**src/rtl/project_switcher_pkg.sv**
```systemverilog
// Shared definitions for the project switcher.
//   SEL_BITS_DEF / NUM_PROJ_DEF : default select width and project count
//   state_t                     : sequencer state encoding (BOOT=0, IDLE=1, ASSERT=2, SETTLE=3)
//   max_int                     : helper used to size the shared down-counter
package project_switcher_pkg;

    localparam int SEL_BITS_DEF = 2;
    localparam int NUM_PROJ_DEF = 4;

    typedef enum logic [1:0] {
        ST_BOOT   = 2'd0,
        ST_IDLE   = 2'd1,
        ST_ASSERT = 2'd2,
        ST_SETTLE = 2'd3
    } state_t;

    function automatic int max_int(input int a, input int b);
        return (a > b) ? a : b;
    endfunction

endpackage

```
**src/rtl/project_switcher_if.sv**
```systemverilog
// Request/mux bus of the project switcher.
//   req_valid/req_sel/req_ready : switch-request handshake
//   ext_rst_n                   : user/pad reset into the sequencer, active-low
//   sel/mux_rst_n               : select and reset driven to the project mux
//   busy/done/err               : status (busy = ~req_ready, done/err one-cycle pulses)
// master = requester side, slave = the switcher.
interface project_switcher_if
    import project_switcher_pkg::*;
#(
    parameter int SEL_BITS = SEL_BITS_DEF
);
    logic                req_valid;
    logic [SEL_BITS-1:0] req_sel;
    logic                req_ready;
    logic                ext_rst_n;
    logic [SEL_BITS-1:0] sel;
    logic                mux_rst_n;
    logic                busy;
    logic                done;
    logic                err;

    modport master (
        output req_valid, req_sel, ext_rst_n,
        input  req_ready, sel, mux_rst_n, busy, done, err
    );

    modport slave (
        input  req_valid, req_sel, ext_rst_n,
        output req_ready, sel, mux_rst_n, busy, done, err
    );
endinterface

```
**src/rtl/project_switcher_sw_timer.sv**
```systemverilog
// sw_timer: loadable down-counter that stops at zero.
//   clk, rst  : clock, asynchronous active-high reset (counter resets to RST_VAL)
//   load      : load load_val this edge (takes priority over counting)
//   load_val  : value to load
//   zero      : counter currently at zero
module sw_timer
    import project_switcher_pkg::*;
#(
    parameter int           W       = 2,
    parameter logic [W-1:0] RST_VAL = '0
) (
    input  logic         clk,
    input  logic         rst,
    input  logic         load,
    input  logic [W-1:0] load_val,
    output logic         zero
);
    logic [W-1:0] cnt_q;
    logic [W-1:0] cnt_d;

    always_comb begin
        cnt_d = cnt_q;
        if (load) begin
            cnt_d = load_val;
        end else if (cnt_q != '0) begin
            cnt_d = cnt_q - W'(1);
        end
    end

    always_ff @(posedge clk or posedge rst) begin
        if (rst) begin
            cnt_q <= RST_VAL;
        end else begin
            cnt_q <= cnt_d;
        end
    end

    assign zero = (cnt_q == '0);
endmodule

```
**src/rtl/project_switcher.sv**
```systemverilog
// project_switcher: sequences project changes on the project input mux.
// A switch holds the mux in reset, changes sel, waits for the mux's registered
// clock-gate select to settle, then releases reset on the new project, so sel
// never moves while the selected project runs.
//   clk, rst : clock shared with the mux, asynchronous active-high reset
//   bus      : project_switcher_if.slave (request handshake, ext_rst_n, sel,
//              mux_rst_n, busy, done, err)
module project_switcher
    import project_switcher_pkg::*;
#(
    parameter int SEL_BITS      = SEL_BITS_DEF,
    parameter int NUM_PROJ      = NUM_PROJ_DEF,
    parameter int RST_CYCLES    = 4,
    parameter int SETTLE_CYCLES = 2
) (
    input  logic clk,
    input  logic rst,
    project_switcher_if.slave bus
);
    localparam int CNT_W = $clog2(max_int(RST_CYCLES, SETTLE_CYCLES));
    localparam logic [CNT_W-1:0] RST_LOAD    = CNT_W'(RST_CYCLES - 1);
    localparam logic [CNT_W-1:0] SETTLE_LOAD = CNT_W'(SETTLE_CYCLES - 1);

    state_t              state_q, state_d;
    logic [SEL_BITS-1:0] sel_q, sel_d;
    logic [SEL_BITS-1:0] tgt_q, tgt_d;
    logic                force_rst_q, force_rst_d;
    logic                done_q, done_d;
    logic                err_q, err_d;

    logic                timer_load;
    logic [CNT_W-1:0]    timer_val;
    logic                timer_zero;
    logic                req_ready;
    logic                req_in_range;

    // The timer resets to RST_LOAD so the boot hold needs no extra load state.
    sw_timer #(
        .W       (CNT_W),
        .RST_VAL (RST_LOAD)
    ) u_timer (
        .clk      (clk),
        .rst      (rst),
        .load     (timer_load),
        .load_val (timer_val),
        .zero     (timer_zero)
    );

    assign req_ready    = (state_q == ST_IDLE);
    assign req_in_range = (int'(bus.req_sel) < NUM_PROJ);

    always_comb begin
        state_d     = state_q;
        sel_d       = sel_q;
        tgt_d       = tgt_q;
        force_rst_d = force_rst_q;
        done_d      = 1'b0;
        err_d       = 1'b0;
        timer_load  = 1'b0;
        timer_val   = RST_LOAD;
        case (state_q)
            ST_BOOT: begin
                if (timer_zero) begin
                    force_rst_d = 1'b0;
                    state_d     = ST_IDLE;
                end
            end
            ST_IDLE: begin
                if (bus.req_valid) begin
                    if (!req_in_range) begin
                        err_d = 1'b1;
                    end else begin
                        // Same-project requests are restarts: run the full window.
                        tgt_d       = bus.req_sel;
                        force_rst_d = 1'b1;
                        timer_load  = 1'b1;
                        timer_val   = RST_LOAD;
                        state_d     = ST_ASSERT;
                    end
                end
            end
            ST_ASSERT: begin
                if (timer_zero) begin
                    sel_d      = tgt_q;
                    timer_load = 1'b1;
                    timer_val  = SETTLE_LOAD;
                    state_d    = ST_SETTLE;
                end
            end
            ST_SETTLE: begin
                if (timer_zero) begin
                    force_rst_d = 1'b0;
                    done_d      = 1'b1;
                    state_d     = ST_IDLE;
                end
            end
            default: state_d = ST_BOOT;
        endcase
    end

    always_ff @(posedge clk or posedge rst) begin
        if (rst) begin
            state_q     <= ST_BOOT;
            sel_q       <= '0;
            tgt_q       <= '0;
            force_rst_q <= 1'b1;
            done_q      <= 1'b0;
            err_q       <= 1'b0;
        end else begin
            state_q     <= state_d;
            sel_q       <= sel_d;
            tgt_q       <= tgt_d;
            force_rst_q <= force_rst_d;
            done_q      <= done_d;
            err_q       <= err_d;
        end
    end

    // The pad reset bypasses the FSM so it reaches the mux in the same cycle.
    assign bus.mux_rst_n = bus.ext_rst_n & ~force_rst_q;
    assign bus.req_ready = req_ready;
    assign bus.busy      = ~req_ready;
    assign bus.sel       = sel_q;
    assign bus.done      = done_q;
    assign bus.err       = err_q;
endmodule

```
**src/flat_wrapper.sv**
```systemverilog
// flat-port wrapper written by rule: the top's interface ports become plain ports
module project_switcher_flat import project_switcher_pkg::*;
#(
    parameter int SEL_BITS      = SEL_BITS_DEF,
    parameter int NUM_PROJ      = NUM_PROJ_DEF,
    parameter int RST_CYCLES    = 4,
    parameter int SETTLE_CYCLES = 2
)
  (clk, rst, bus_req_valid, bus_req_sel, bus_ext_rst_n, bus_req_ready, bus_sel, bus_mux_rst_n, bus_busy, bus_done, bus_err);
  project_switcher_if #(.SEL_BITS(SEL_BITS)) bus_i ();
  input  logic clk;
  input  logic rst;
  input wire logic [$bits(bus_i.req_valid)-1:0] bus_req_valid;
  input wire logic [$bits(bus_i.req_sel)-1:0] bus_req_sel;
  input wire logic [$bits(bus_i.ext_rst_n)-1:0] bus_ext_rst_n;
  output wire logic [$bits(bus_i.req_ready)-1:0] bus_req_ready;
  output wire logic [$bits(bus_i.sel)-1:0] bus_sel;
  output wire logic [$bits(bus_i.mux_rst_n)-1:0] bus_mux_rst_n;
  output wire logic [$bits(bus_i.busy)-1:0] bus_busy;
  output wire logic [$bits(bus_i.done)-1:0] bus_done;
  output wire logic [$bits(bus_i.err)-1:0] bus_err;
  assign bus_i.req_valid = bus_req_valid;
  assign bus_i.req_sel = bus_req_sel;
  assign bus_i.ext_rst_n = bus_ext_rst_n;
  assign bus_req_ready = bus_i.req_ready;
  assign bus_sel = bus_i.sel;
  assign bus_mux_rst_n = bus_i.mux_rst_n;
  assign bus_busy = bus_i.busy;
  assign bus_done = bus_i.done;
  assign bus_err = bus_i.err;
  project_switcher #(.SEL_BITS(SEL_BITS), .NUM_PROJ(NUM_PROJ), .RST_CYCLES(RST_CYCLES), .SETTLE_CYCLES(SETTLE_CYCLES)) u_core (.clk(clk), .rst(rst), .bus(bus_i));
endmodule
```
**config.mk**
```make
export PLATFORM = sky130hd
export DESIGN_NAME = project_switcher_flat
export DESIGN_NICKNAME = d
export VERILOG_FILES = /design/src/rtl/project_switcher_pkg.sv /design/src/rtl/project_switcher_if.sv /design/src/rtl/project_switcher_sw_timer.sv /design/src/rtl/project_switcher.sv /design/src/flat_wrapper.sv
export SDC_FILE = /design/constraint.sdc
export NUM_CORES = 1
export LEC_CHECK = 0
export CAP_MARGIN = 20
export CORE_MARGIN = 1
export CORE_UTILIZATION = 35
export CTS_CLUSTER_DIAMETER = 60
export DETAILED_ROUTE_END_ITERATION = 16
export HOLD_SLACK_MARGIN = 0.05
export PLACE_DENSITY = 0.58
export SLEW_MARGIN = 20
export SYNTH_ARGS = -nofsm -noshare
export SYNTH_HDL_FRONTEND = slang
export SYNTH_SLANG_ARGS = --single-unit
export TNS_END_PERCENT = 10
```
**constraint.sdc**
```tcl
create_clock -name clk -period 3.8 [get_ports clk]
set_clock_uncertainty 0.2 [all_clocks]
set_input_delay 1.14 -clock clk [delete_from_list [all_inputs] [get_ports clk]]
set_output_delay 1.14 -clock clk [all_outputs]
set_load 0.005 [all_outputs]
```
==> metrics.md <==
| Metric | Value |
|---|---|
| Status | `finished clean` |
| Hold Path Class | `flop to flop` |
| Peak supply drop | `0.0004731 V` |
| Max-Cap Viols | `0` |
| Drt drc | `0` |
| Post-CTS Setup Bufs | `0` |
| Die ar. | `0.001702 mm^2` |
| First-pass GRT wire length | `1352 um` |
| Max-slew violations | `0` |
| Number of CTS-inserted buffers | `3` |
| Fillers | `132` |
| Total Neg Setup Slack | `0 ps` |
| Critical path class | `primary input to output pin` |
| CP required | `2460 ps` |
| Synthesis warning total | `0` |
| PortBufs | `11` |
| ANT cells | `0` |
| CP arrival | `2210 ps` |
| DR vias | `368` |
| Nets | `77` |
| Overall routing resource usage | `13.29%` |
| Storage cell area | `254.0 um^2` |
| Flops & latches, synth | `10` |
| Syn avg cell area | `10.37 um^2` |
| Met3 GRT Util | `9.783%` |
| Clock tree from TritonCTS | `yes` |
| Pleak | `0.3134 nW` |
| Multi-input gate area | `240.2 um^2` |
| Clock Latency Late Sink | `270 ps` |
| GPL Wtd Cong | `0.7881` |
| Clock Tree Buf Depth | `2` |
| Unique cell type count in the Yosys netlist | `21` |
| Post-CTS sizing | `0` |
| Min Tclk post-route | `3551 ps` |
| WL final | `881 um` |
| DR pass1 iterations | `4` |
| Synth Cell Area | `539.3 um^2` |
| Final period util | `93.45%` |
| Largest net degree at the start of global routing | `11` |
| Seq/Total Area, Yosys | `47.10%` |
| CTS clk-pin slew, worst paths | `70 ps` |
| Final setup fails | `0` |
| Post-Synthesis Cells | `52` |
| Crit. End Element | `output pin` |
| Fraction of layout cells with a size suffix above 1 | `18.46%` |
| Final hold violation count | `0` |
| Placed instance area | `653.1 um^2` |
| Most frequent cells in the layout | `11 x clkdlybuf4s50_1, 7 x inv_1, 7 x dfrtp_1` |
| Final HPWL DP | `646.6 um` |
| RSZ-0062 raised after global routing | `false` |
| Hold buffers post-CTS | `0` |
| Final Instance Area | `689.4 um^2` |
| Initial Utilization | `39.47%` |
| GRT busiest layer | `met1` |
| Met1 GRT Util | `17.33%` |
| Rows | `13` |
| Root Driver | `clkbuf_4` |
| Io pins | `13` |
| H-tree depth | `1` |
| Initial antenna violation count | `0` |
| Syn_nets | `63` |
| Vias in the first global route | `308` |
| Power Density | `835.9 mW/mm^2` |
| Die Ht | `41.25 um` |
| Core ar. | `0.001366 mm^2` |
| Die span in x | `41.25 um` |
| Via density | `4.600` |
| Peak Freq | `281.6 MHz` |
| Post-DRT Antenna Nets | `0` |
| Crit-path max FO | `1` |
| Worst setup SP type | `primary input` |
| Grt met2 use | `16.41%` |
| Commonest non-fill, non-tap cell in the layout | `clkdlybuf4s50_1` |
| GR Overflow Total | `0` |
| Area Overhead vs Synth | `27.84%` |
| Avg WL per Cell | `11.01 um` |
| Clock sinks | `10` |
| DRT iter0 DRCs | `15` |
==> cell usage after synthesis <==
cell       number  area, um^2
dfrtp_1         7       175.2
inv_1           7       26.28
ha_1            5       62.56
mux2_2          4       45.04
a21oi_1         3       15.01
dfstp_2         3       78.83
nand2_1         3       11.26
nor2_1          3       11.26
o21ai_0         3       15.01
buf_4           2       15.01
o2bb2ai_1       2       17.52
a221o_1         1       10.01
and2_1          1       6.260
conb_1          1       3.750
inv_2           1       3.750
nand2b_1        1       6.260
nand3b_1        1       7.510
nor2b_1         1       6.260
o211ai_1        1       7.510
o21a_1          1       7.510
o21bai_1        1       7.510
==> state kept, by name, summed over array words and instances (netlist names) <==
name / cells
u_core.tgt_q: 2
u_core.state_q: 2
u_core.force_rst_q: 1
u_core.bus.done: 1
u_core.bus.sel: 2
u_core.u_timer.cnt_q: 2
==> per-stage QoR <==
| stage | util (%) | hold WS [ps] | std cells | total power [W] | setup WS, ps |
|---|---|---|---|---|---|
| final | 50.46 | 298.5 | 80 | 0.0005763 | 249.1 |
| after CTS | 50.46 | 304.1 | 80 | 0.0005845 | 245.3 |
| after detailed placement | 47.80 | 290.1 | 76 | 0.0004828 | 240.4 |
| after floorplan | - | 271.9 | 52 | 0.0003912 | 1189 |
| after global placement | 47.80 | 286.8 | 76 | 0.0004822 | 260.6 |
| after global routing | 50.46 | 313.6 | 80 | 0.0006300 | 206.1 |
==> logic make-up after synthesis <==
logic type / count (synthesis) / synth area share [%]
AO/OA/AOI/OAI: 12 / 14.85
adder cells (fa/ha/maj): 5 / 11.60
buffers and inverters: 10 / 8.352
flip-flops: 10 / 47.10
multiplexers: 4 / 8.352
other: 1 / 0.6954
AND/OR/NAND/NOR: 10 / 9.051
==> worst max-delay path, cell delays in order <==
cell and delay, ps:
clkdlybuf4s50_1 450, nor2b_1 120, clkdlybuf4s50_1 500
==> layer usage <==
| layer | vias up | routed length (um) |
|---|---|---|
| li1 | 197 | - |
| met1 | 163 | 458 |
| met2 | 6 | 361 |
| met3 | 2 | 51 |
| met4 | 0 | 10 |
| met5 | - | 0 |
==> final cells by class <==
| class | count | share of cell area (%) |
|---|---|---|
| well taps | 15 | 2.722 |
| inverters | 8 | 4.356 |
| repair buffers | 11 | 15.97 |
| clock buffers | 4 | 5.263 |
| multi-input cells | 32 | 34.85 |
| flip-flops and latches | 10 | 36.84 |
==> final timing paths <==
kind / startpoint / endpoint / slack (ps) / cells after the start
setup / recovery: bus_ext_rst_n / bus_mux_rst_n / 250 / 3
hold / removal: u_core.tgt_q[0] / u_core.bus.sel[0] / 300 / 1
setup reg to reg: u_core.u_timer.cnt_q[0] / u_core.bus.sel[1] / 2120 / 4
hold reg to reg: u_core.tgt_q[0] / u_core.bus.sel[0] / 300 / 1
max in group asynchronous: rst / u_core.force_rst_q / 2140 / 2
min in group asynchronous: rst / u_core.bus.sel[0] / 940 / 2
==> report_power, final <==
| group | internal, W | switching [W] | leakage (nW) | total, W |
|---|---|---|---|---|
| registers | 0.000173 | 0.0000311 | 0.114 | 0.000204 |
| clock network | 0.0000582 | 0.0000395 | 0.0210 | 0.0000978 |
| logic | 0.000152 | 0.000122 | 0.178 | 0.000275 |
| total | 0.000383 | 0.000193 | 0.313 | 0.000576 |
No activity file was read; power rests on OpenSTA's default activity.
